File: config.mk
export PLATFORM = sky130hd
export DESIGN_NAME = neander_control
export DESIGN_NICKNAME = d
export VERILOG_FILES = /design/src/rtl/neander_pkg.sv /design/src/rtl/neander_decode.sv /design/src/rtl/neander_control.sv
export SDC_FILE = /design/constraint.sdc
export NUM_CORES = 1
export LEC_CHECK = 0
export ABC_AREA = 1
export BUFFER_PORTS_ARGS = -buffer_cell sky130_fd_sc_hd__buf_2
export CAP_MARGIN = 15
export CORE_ASPECT_RATIO = 0.6
export CORE_UTILIZATION = 44
export DETAILED_ROUTE_END_ITERATION = 10
export PLACE_DENSITY = 0.75
export SETUP_SLACK_MARGIN = 0.2
export SYNTH_ARGS = -nofsm -noshare
export SYNTH_HDL_FRONTEND = slang
export SYNTH_SLANG_ARGS = --single-unit
File: constraint.sdc
create_clock -name clk -period 2.1 [get_ports clk]
set_input_delay 0.42 -clock clk [delete_from_list [all_inputs] [get_ports clk]]
set_output_delay 0.42 -clock clk [all_outputs]
set_load 0.005 [all_outputs]
File: src/rtl/neander_pkg.sv
// Shared definitions for the Neander control unit: opcodes, ALU select codes,
// sequencer state encoding and the jump-condition helper.
package neander_pkg;

    localparam int DATA_WIDTH_DEF = 8;
    localparam int ADDR_WIDTH_DEF = 8;

    // Opcodes live in the upper nibble of the instruction byte
    localparam logic [3:0] OP_NOP = 4'h0;
    localparam logic [3:0] OP_STA = 4'h1;
    localparam logic [3:0] OP_LDA = 4'h2;
    localparam logic [3:0] OP_ADD = 4'h3;
    localparam logic [3:0] OP_OR  = 4'h4;
    localparam logic [3:0] OP_AND = 4'h5;
    localparam logic [3:0] OP_NOT = 4'h6;
    localparam logic [3:0] OP_JMP = 4'h8;
    localparam logic [3:0] OP_JN  = 4'h9;
    localparam logic [3:0] OP_JZ  = 4'hA;
    localparam logic [3:0] OP_HLT = 4'hF;

    // ALU select codes
    localparam logic [2:0] ALU_ADD  = 3'b000;
    localparam logic [2:0] ALU_AND  = 3'b001;
    localparam logic [2:0] ALU_OR   = 3'b010;
    localparam logic [2:0] ALU_NOT  = 3'b011;
    localparam logic [2:0] ALU_PASS = 3'b100;

    typedef enum logic [3:0] {
        ST_FETCH  = 4'd0,
        ST_DECODE = 4'd1,
        ST_OPER   = 4'd2,
        ST_OPER_W = 4'd3,
        ST_DATA   = 4'd4,
        ST_LDRDM  = 4'd5,
        ST_EXEC   = 4'd6,
        ST_STORE  = 4'd7,
        ST_HALT   = 4'd8
    } state_t;

    // Branch decision from the stored flags {N,Z}; non-jump opcodes never take
    function automatic logic jump_taken(input logic [3:0] op, input logic [1:0] nz);
        logic taken;
        taken = 1'b0;
        case (op)
            OP_JMP:  taken = 1'b1;
            OP_JN:   taken = nz[1];
            OP_JZ:   taken = nz[0];
            default: taken = 1'b0;
        endcase
        return taken;
    endfunction

endpackage

File: src/rtl/neander_decode.sv
// Combinational opcode classifier: tells the sequencer which path an
// instruction takes and which ALU operation it needs.
module neander_decode
    import neander_pkg::*;
(
    input  logic [3:0] opcode,
    output logic       is_jump,
    output logic       is_alu,
    output logic       needs_operand,
    output logic       is_store,
    output logic       is_halt,
    output logic [2:0] alu_sel
);

    // Opcode classification; unlisted opcodes fall through as NOP
    always_comb begin
        is_jump       = 1'b0;
        is_alu        = 1'b0;
        needs_operand = 1'b0;
        is_store      = 1'b0;
        is_halt       = 1'b0;
        alu_sel       = ALU_PASS;
        case (opcode)
            OP_STA: begin
                needs_operand = 1'b1;
                is_store      = 1'b1;
            end
            OP_LDA: begin
                needs_operand = 1'b1;
                is_alu        = 1'b1;
            end
            OP_ADD: begin
                needs_operand = 1'b1;
                is_alu        = 1'b1;
                alu_sel       = ALU_ADD;
            end
            OP_OR: begin
                needs_operand = 1'b1;
                is_alu        = 1'b1;
                alu_sel       = ALU_OR;
            end
            OP_AND: begin
                needs_operand = 1'b1;
                is_alu        = 1'b1;
                alu_sel       = ALU_AND;
            end
            OP_NOT: begin
                is_alu        = 1'b1;
                alu_sel       = ALU_NOT;
            end
            OP_JMP, OP_JN, OP_JZ: begin
                needs_operand = 1'b1;
                is_jump       = 1'b1;
            end
            OP_HLT: begin
                is_halt       = 1'b1;
            end
            default: ;
        endcase
    end

endmodule

File: src/rtl/neander_control.sv
// Neander sequencer and register file. Walks fetch/decode/execute against a
// synchronous RAM (data one cycle after address) and an external ALU.
module neander_control
    import neander_pkg::*;
#(
    parameter int DATA_WIDTH = DATA_WIDTH_DEF,
    parameter int ADDR_WIDTH = ADDR_WIDTH_DEF   // operand byte is an address, keep equal to DATA_WIDTH
) (
    input  logic                  clk,
    input  logic                  reset_n,
    input  logic [DATA_WIDTH-1:0] mem_rdata,
    output logic [ADDR_WIDTH-1:0] mem_addr,
    output logic [DATA_WIDTH-1:0] mem_wdata,
    output logic                  mem_we,
    output logic [2:0]            alu_sel,
    output logic [DATA_WIDTH-1:0] ac_out,
    output logic [DATA_WIDTH-1:0] rdm_out,
    input  logic [DATA_WIDTH-1:0] alu_result,
    input  logic [1:0]            nz_in,
    output logic                  halted
);

    state_t                r_state;
    state_t                w_state_next;
    logic [ADDR_WIDTH-1:0] r_pc;
    logic [ADDR_WIDTH-1:0] r_rem;
    logic [DATA_WIDTH-1:0] r_rdm;
    logic [DATA_WIDTH-1:0] r_ri;
    logic [DATA_WIDTH-1:0] r_ac;
    logic [1:0]            r_nz;

    // Two decoders: index 0 looks at the byte arriving from RAM in DECODE,
    // index 1 at the latched instruction for the later states.
    logic [3:0] w_dec_op [2];
    logic [1:0] w_is_jump;
    logic [1:0] w_is_alu;
    logic [1:0] w_needs_operand;
    logic [1:0] w_is_store;
    logic [1:0] w_is_halt;
    logic [2:0] w_alu_sel [2];
    logic       w_taken;
    logic       w_unused;

    assign w_dec_op[0] = mem_rdata[DATA_WIDTH-1 -: 4];
    assign w_dec_op[1] = r_ri[DATA_WIDTH-1 -: 4];

    genvar gi;
    generate
        for (gi = 0; gi < 2; gi++) begin : g_dec
            neander_decode u_decode (
                .opcode        (w_dec_op[gi]),
                .is_jump       (w_is_jump[gi]),
                .is_alu        (w_is_alu[gi]),
                .needs_operand (w_needs_operand[gi]),
                .is_store      (w_is_store[gi]),
                .is_halt       (w_is_halt[gi]),
                .alu_sel       (w_alu_sel[gi])
            );
        end
    endgenerate

    // Decoder outputs and RI low nibble that this datapath never consumes
    assign w_unused = ^{w_is_jump[0], w_is_store[0], w_alu_sel[0],
                        w_needs_operand[1], w_is_alu[1], w_is_halt[1],
                        r_ri[DATA_WIDTH-5:0]};

    // Branch decision uses the NZ register, never the live AC
    assign w_taken = jump_taken(w_dec_op[1], r_nz);

    assign alu_sel   = w_alu_sel[1];
    assign ac_out    = r_ac;
    assign rdm_out   = r_rdm;
    assign mem_wdata = r_ac;
    assign halted    = (r_state == ST_HALT);

    // State register
    always_ff @(posedge clk) begin
        if (!reset_n) begin
            r_state <= ST_FETCH;
        end else begin
            r_state <= w_state_next;
        end
    end

    // Next-state, memory address and write-enable; write is gated by reset
    // so an aborted STORE never reaches the RAM
    always_comb begin
        w_state_next = r_state;
        mem_addr     = r_pc;
        mem_we       = 1'b0;
        case (r_state)
            ST_FETCH: begin
                w_state_next = ST_DECODE;
            end
            ST_DECODE: begin
                if (w_is_halt[0]) begin
                    w_state_next = ST_HALT;
                end else if (w_needs_operand[0]) begin
                    w_state_next = ST_OPER;
                end else if (w_is_alu[0]) begin
                    w_state_next = ST_EXEC;
                end else begin
                    w_state_next = ST_FETCH;
                end
            end
            ST_OPER: begin
                w_state_next = ST_OPER_W;
            end
            ST_OPER_W: begin
                if (w_is_jump[1]) begin
                    w_state_next = ST_FETCH;
                end else if (w_is_store[1]) begin
                    w_state_next = ST_STORE;
                end else begin
                    w_state_next = ST_DATA;
                end
            end
            ST_DATA: begin
                mem_addr     = r_rem;
                w_state_next = ST_LDRDM;
            end
            ST_LDRDM: begin
                w_state_next = ST_EXEC;
            end
            ST_EXEC: begin
                w_state_next = ST_FETCH;
            end
            ST_STORE: begin
                mem_addr     = r_rem;
                mem_we       = reset_n;
                w_state_next = ST_FETCH;
            end
            ST_HALT: begin
                w_state_next = ST_HALT;
            end
            default: begin
                w_state_next = ST_FETCH;
            end
        endcase
    end

    // Register file updates, each tied to the state that owns it
    always_ff @(posedge clk) begin
        if (!reset_n) begin
            r_pc  <= '0;
            r_rem <= '0;
            r_rdm <= '0;
            r_ri  <= '0;
            r_ac  <= '0;
            r_nz  <= 2'b01;
        end else begin
            case (r_state)
                ST_DECODE: begin
                    r_ri <= mem_rdata;
                    r_pc <= r_pc + 1'b1;
                end
                ST_OPER_W: begin
                    if (w_is_jump[1]) begin
                        if (w_taken) begin
                            r_pc <= mem_rdata;
                        end else begin
                            r_pc <= r_pc + 1'b1;
                        end
                    end else begin
                        r_rem <= mem_rdata;
                        r_pc  <= r_pc + 1'b1;
                    end
                end
                ST_LDRDM: begin
                    r_rdm <= mem_rdata;
                end
                ST_EXEC: begin
                    r_ac <= alu_result;
                    r_nz <= nz_in;
                end
                default: ;
            endcase
        end
    end

endmodule

==> reports/results.ini, run 1 <==
[synth]
synthArstFlopShare = 0
synth_nets = 320
ys_warn_count = 0
synth_area_per_cell_um2 = 7.05
synth_area_mm2 = 0.00211
synthCells = 299
synth_edf_count = 0
synth_ff_type = dfxtp_1
synth-seq-cells = 42
seq_area_frac_synth = 0.399
ys_types = 29

[floorplanning]
core_area_mm2 = 0.00459
die_x_um = 91.3
die_area_mm2 = 0.00508
rows = 19
ios = 57
fp.dieH_um = 55.6
floorplan.initialDensity = 0.459

[worst_setup_path]
crit_path_max_incr_delay_ps = 470
crit_arrival_ps = 1430
critical_path_class = reg2out
crit_family = flip-flops
path_cells = inv_1 > nor4_1 > buf_2
critPathRequiredTime_ps = 1680
start_kind = register
worst_path_max_delay_cell = dfxtp_1
endpoint_kind = primary output
critPathMaxFanout = 3
crit_buf_inv = 2

[clock_network]
postCtsHoldBufs = 0
cts_num_sinks = 42
clk_latency_ps = 280
clockRootBuffer = clkbuf_8
cts_tree = done
cts_made_buffers = 5
cts.htree.levels = 2
cts_buffer_depth = 2
path_clk_slew_ps = 80

[placed_design]
place_ws_ps = 288
io_buffers = 56
hpwl_um = 3610
place.gp.congestion = 0.838
dpl_cell_area_mm2 = 0.00236
dp.cells = 402

[sta]
slew_headroom = 0.698
hold_violations = 0
rsz0062_at_grt = yes
max_freq_mhz = 542
setup_tns_ps = 0
slew_viol_final = 0
skew_ps = 5.76
finalWorstSetupSlack_ps = 253
whs_ps = 329
tightest_slew_ps = 449
fin_crit_sh = 0.879
fin_crit_ps = 1850
setup_viol = 0

[routing]
dr.pass1.iters = 4
vias = 2045
via_per_inst = 4.93
wl_per_cell_um = 12.4
drcViolationCount = 0
routed_wl_um = 5130
ant_nets = 0
drt_iter0_drc = 127

[finish]
syn2layout_area_growth_pct = 22.6
layout-drive-gt1-share = 0.278
final_area_mm2 = 0.00258
final_cells = 415
diodes = 0
nNetsFinal = 372
fillers = 453

[global_routing]
grt_overflow_total = 0
grt_pass1_vias = 1718
antenna_found_initial = 0
grt_pass1_wl_um = 8150
grt_max_degree = 35
grt_use_total = 0.204

[power_and_ir_drop]
vdd_drop_max_v = 0.000392
power.density_mw_per_mm2 = 748
p_leak_nw = 1.26

[run_status]
outcome = finished, final reports clean

[min_path]
hp-class = in2reg

[run]
maxCapViolCount = 0

Yosys cell counts (all sizes together), types with 2 or more instances:
| cell type | n | area [µm²] |
|---|---|---|
| a21oi | 26 | 141 |
| a31oi | 3 | 18.8 |
| buf | 13 | 106 |
| clkbuf | 5 | 18.8 |
| clkinv | 3 | 12.5 |
| dfxtp | 42 | 841 |
| inv | 34 | 128 |
| nand2 | 56 | 233 |
| nand3 | 24 | 148 |
| nor2 | 44 | 201 |
| nor3 | 2 | 10.0 |
| o21ai | 44 | 224 |
path summary, 6_finish.rpt:
kind | startpoint | endpoint | slack [ps] | cells after the start
worst max-delay path | r_state[3]$_SDFF_PN0_ | halted | 250 | 3
worst min-delay path | nz_in[0] | r_nz[0]$_SDFFE_PN1N_ | 330 | 3
worst max register to register | r_state[3]$_SDFF_PN0_ | ac_out[6]$_SDFFE_PN0N_ | 460 | 6
worst min register to register | r_nz[1]$_SDFFE_PN0N_ | r_nz[1]$_SDFFE_PN0N_ | 460 | 2
timing repair:
item / CTS / global route
setup buffers: 1 / 3
pin swaps: 2 / 3
gates cloned: 1 / 0
setup endpoints to repair: 8 / 8
hold endpoints to repair: 0 / 0
resized for setup: 6 / 8
power breakdown:
| part | switching, W | leakage (nW) | internal (W) |
|---|---|---|---|
| Clock | 0.000271 | 0.0714 | 0.000507 |
| Combinational | 0.000183 | 0.852 | 0.000101 |
| Sequential | 0.0000341 | 0.341 | 0.000837 |
tightest hold or removal path: cells and delay by family:
family / cells / cell delay (ps)
buf+inv: 1 / 80
simple gates: 2 / 90
layer usage:
metal	vias up	part of all wire	track usage
met5	-	0	0
met4	0	0.0031	0.0499
met3	2	0.062	0.0423
met2	55	0.43	0.295
met1	923	0.50	0.307
li1	1065	-	-
through the flow:
| stage | util | power, W |
|---|---|---|
| 6_report | 0.563 | 0.00193 |
| 5_1_grt | 0.563 | 0.00202 |
| 4_1_cts | 0.552 | 0.00193 |
| 3_5_place_dp | 0.513 | 0.00115 |
| 3_3_place_gp | 0.513 | 0.00114 |
| 2_1_floorplan | - | 0.00107 |
logic make-up after synthesis:
kind of cell	share of synthesized area
AO/OA/AOI/OAI	0.182
flip-flops	0.399
AND/OR/NAND/NOR	0.287
buffers and inverters	0.126
adder cells (fa/ha/maj)	0.00594
registers in the layout, summed over array words and instances (netlist names):
register,cells
r_nz,2
r_state,4
ac_out,8
r_ri,4
rdm_out,8
r_pc,8
r_rem,8
cells in the final DEF, fill, tap and decap left out, drive strengths merged:
cell type  count
buf           62
nand2         57
nor2          44
o21ai         44
dfxtp         42
inv           34
a21oi         26
nand3         24
clkbuf         6
a31oi          3
clkinv         3
nor3           2
bufinv         2
nor4           1
nand4          1
ha             1
layout make-up:
cell class	count	area, µm²	area share
clock inverter	2	60.1	0.0232
sequential	42	843	0.326
inverter	37	140	0.0542
clock buffer	6	82.6	0.0320
tap	63	78.8	0.0305
multi-input combinational	203	1050	0.408
timing repair buffer	62	325	0.126
No activity file was read; power rests on OpenSTA's default activity.
==> run 2, diff against run 1 <==
--- a/config.mk
+++ b/config.mk
@@ -9,9 +9,9 @@
 export BUFFER_PORTS_ARGS = -buffer_cell sky130_fd_sc_hd__buf_2
 export CAP_MARGIN = 15
 export CORE_ASPECT_RATIO = 0.6
-export CORE_UTILIZATION = 44
+export CORE_UTILIZATION = 50
 export DETAILED_ROUTE_END_ITERATION = 10
-export PLACE_DENSITY = 0.75
+export PLACE_DENSITY = 0.83
 export SETUP_SLACK_MARGIN = 0.2
 export SYNTH_ARGS = -nofsm -noshare
 export SYNTH_HDL_FRONTEND = slang
==> reports/results.ini, run 2 (synthesis gave the netlist of run 1 again) <==
[min_path]
hp-class = in2reg

[worst_setup_path]
critPathRequiredTime_ps = 1680
start_kind = register
endpoint_kind = primary output
critPathMaxFanout = 8
critical_path_class = reg2out
crit_arrival_ps = 1470

[power_and_ir_drop]
power.density_mw_per_mm2 = 675
vdd_drop_max_v = 0.000402
p_leak_nw = 1.23

[routing]
wl_per_cell_um = 13.1
drt_iter0_drc = 179
via_per_inst = 5.17
vias = 2094
drcViolationCount = 0
dr.pass1.iters = 4
routed_wl_um = 5310
ant_nets = 0

[global_routing]
grt-busiest-layer = met2
grt_overflow_total = 0
grt_max_degree = 35
grt_pass1_vias = 1740
grtUsageMet2 = 0.347
grt_util_met1 = 0.345
grt_use_total = 0.243
met3_usage = 0.0614
grt_pass1_wl_um = 8130
antenna_found_initial = 0

[floorplanning]
fp.dieH_um = 52.3
floorplan.initialDensity = 0.547
ios = 57
die_area_mm2 = 0.00449
core_area_mm2 = 0.00385
die_x_um = 85.8
rows = 17

[finish]
layout-drive-gt1-share = 0.282
layout_common_cells = buf_2 (56), nand2_1 (46), nor2_1 (39), dfxtp_1 (39), o21ai_0 (35)
nNetsFinal = 368
layout_commonest_cell = buf_2
syn2layout_area_growth_pct = 19.4
diodes = 0
fin_util = 0.653

[sta]
max_freq_mhz = 530
fin_crit_sh = 0.898
slew_viol_final = 0
slew_headroom = 0.734
setup_viol = 0
fin_crit_ps = 1890
hold_violations = 0
skew_ps = 9.98
whs_ps = 316
setup_tns_ps = 0
rsz0062_at_grt = yes
tightest_slew_ps = 398

[placed_design]
io_buffers = 56
hpwl_um = 3650
place.gp.congestion = 0.954

[clock_network]
cts_tree = done
path_clk_slew_ps = 70
cts_num_sinks = 42
clk_latency_ps = 310
cts_made_buffers = 5
cts_buffer_depth = 2
cts.htree.levels = 2
clockRootBuffer = clkbuf_8

[run_status]
outcome = finished, final reports clean

[run]
maxCapViolCount = 0

run 2: cell types whose count changed in the layout (fill, tap and decap cells not counted), sizes merged:
| cell | change |
|---|---|
| clkbuf | +1 |
| clkinv | +1 |
| bufinv | -2 |
| buf | -4 |
run 2: final timing paths:
check,start,endpoint,slack [ps],depth (start not counted)
worst max-delay path,r_state[2]$_SDFF_PN0_,mem_addr[4],210,7
worst min-delay path,nz_in[0],r_nz[0]$_SDFFE_PN1N_,320,3
worst max register to register,r_state[3]$_SDFF_PN0_,ac_out[7]$_SDFFE_PN0N_,360,6
worst min register to register,r_rem[2]$_SDFFE_PN0P_,r_rem[2]$_SDFFE_PN0P_,490,2
run 2: timing repair:
| action | CTS | global route |
|---|---|---|
| pin swaps | 2 | 3 |
| gates cloned | 1 | 0 |
| endpoints found under the setup margin | 8 | 9 |
| hold buffers | 0 | 0 |
| gates resized for setup | 7 | 16 |
| setup buffers | 0 | 1 |
run 2: power by group:
| group | total (W) | switching [W] | internal, W |
|---|---|---|---|
| clock | 0.000540 | 0.000275 | 0.000265 |
| combinational | 0.000283 | 0.000185 | 0.0000978 |
| sequential | 0.000876 | 0.0000385 | 0.000837 |
| total | 0.00170 | 0.000498 | 0.00120 |
run 2: final cells by class:
| type | instances | area, µm² |
|---|---|---|
| clock buffers | 7 | 86.3 |
| clock inverters | 1 | 5.00 |
| fillers | 363 | 1340 |
| inverters | 37 | 143 |
| multi-input cells | 203 | 1070 |
| flip-flops and latches | 42 | 847 |
| well taps | 57 | 71.3 |
| repair buffers | 58 | 295 |
run 2: through the flow:
| stage | cell area [µm²] | power, W | instances | setup slack, ps |
|---|---|---|---|---|
| 6_report | 2510 | 0.00170 | 405 | 213 |
| 5_1_grt | 2510 | 0.00177 | 405 | 116 |
| 4_1_cts | 2470 | 0.00169 | 404 | 226 |
| 3_5_place_dp | 2340 | 0.00115 | 395 | 243 |
| 3_3_place_gp | 2340 | 0.00114 | 395 | 375 |
| 2_1_floorplan | 2110 | 0.00107 | 299 | 566 |
run 2: per-layer routing:
layer	up-vias	part of all wire
li1	1056	-
met1	960	0.49
met2	68	0.43
met3	10	0.068
met4	0	0.017
met5	-	0
run 2: critical path, cell delays in order, from the launching register on:
cell and delay, ps:
dfxtp_4 390, inv_4 40, nor2_4 170, nand3_4 160, nand2_8 130, nand2_1 60
o21ai_1 80, buf_2 130
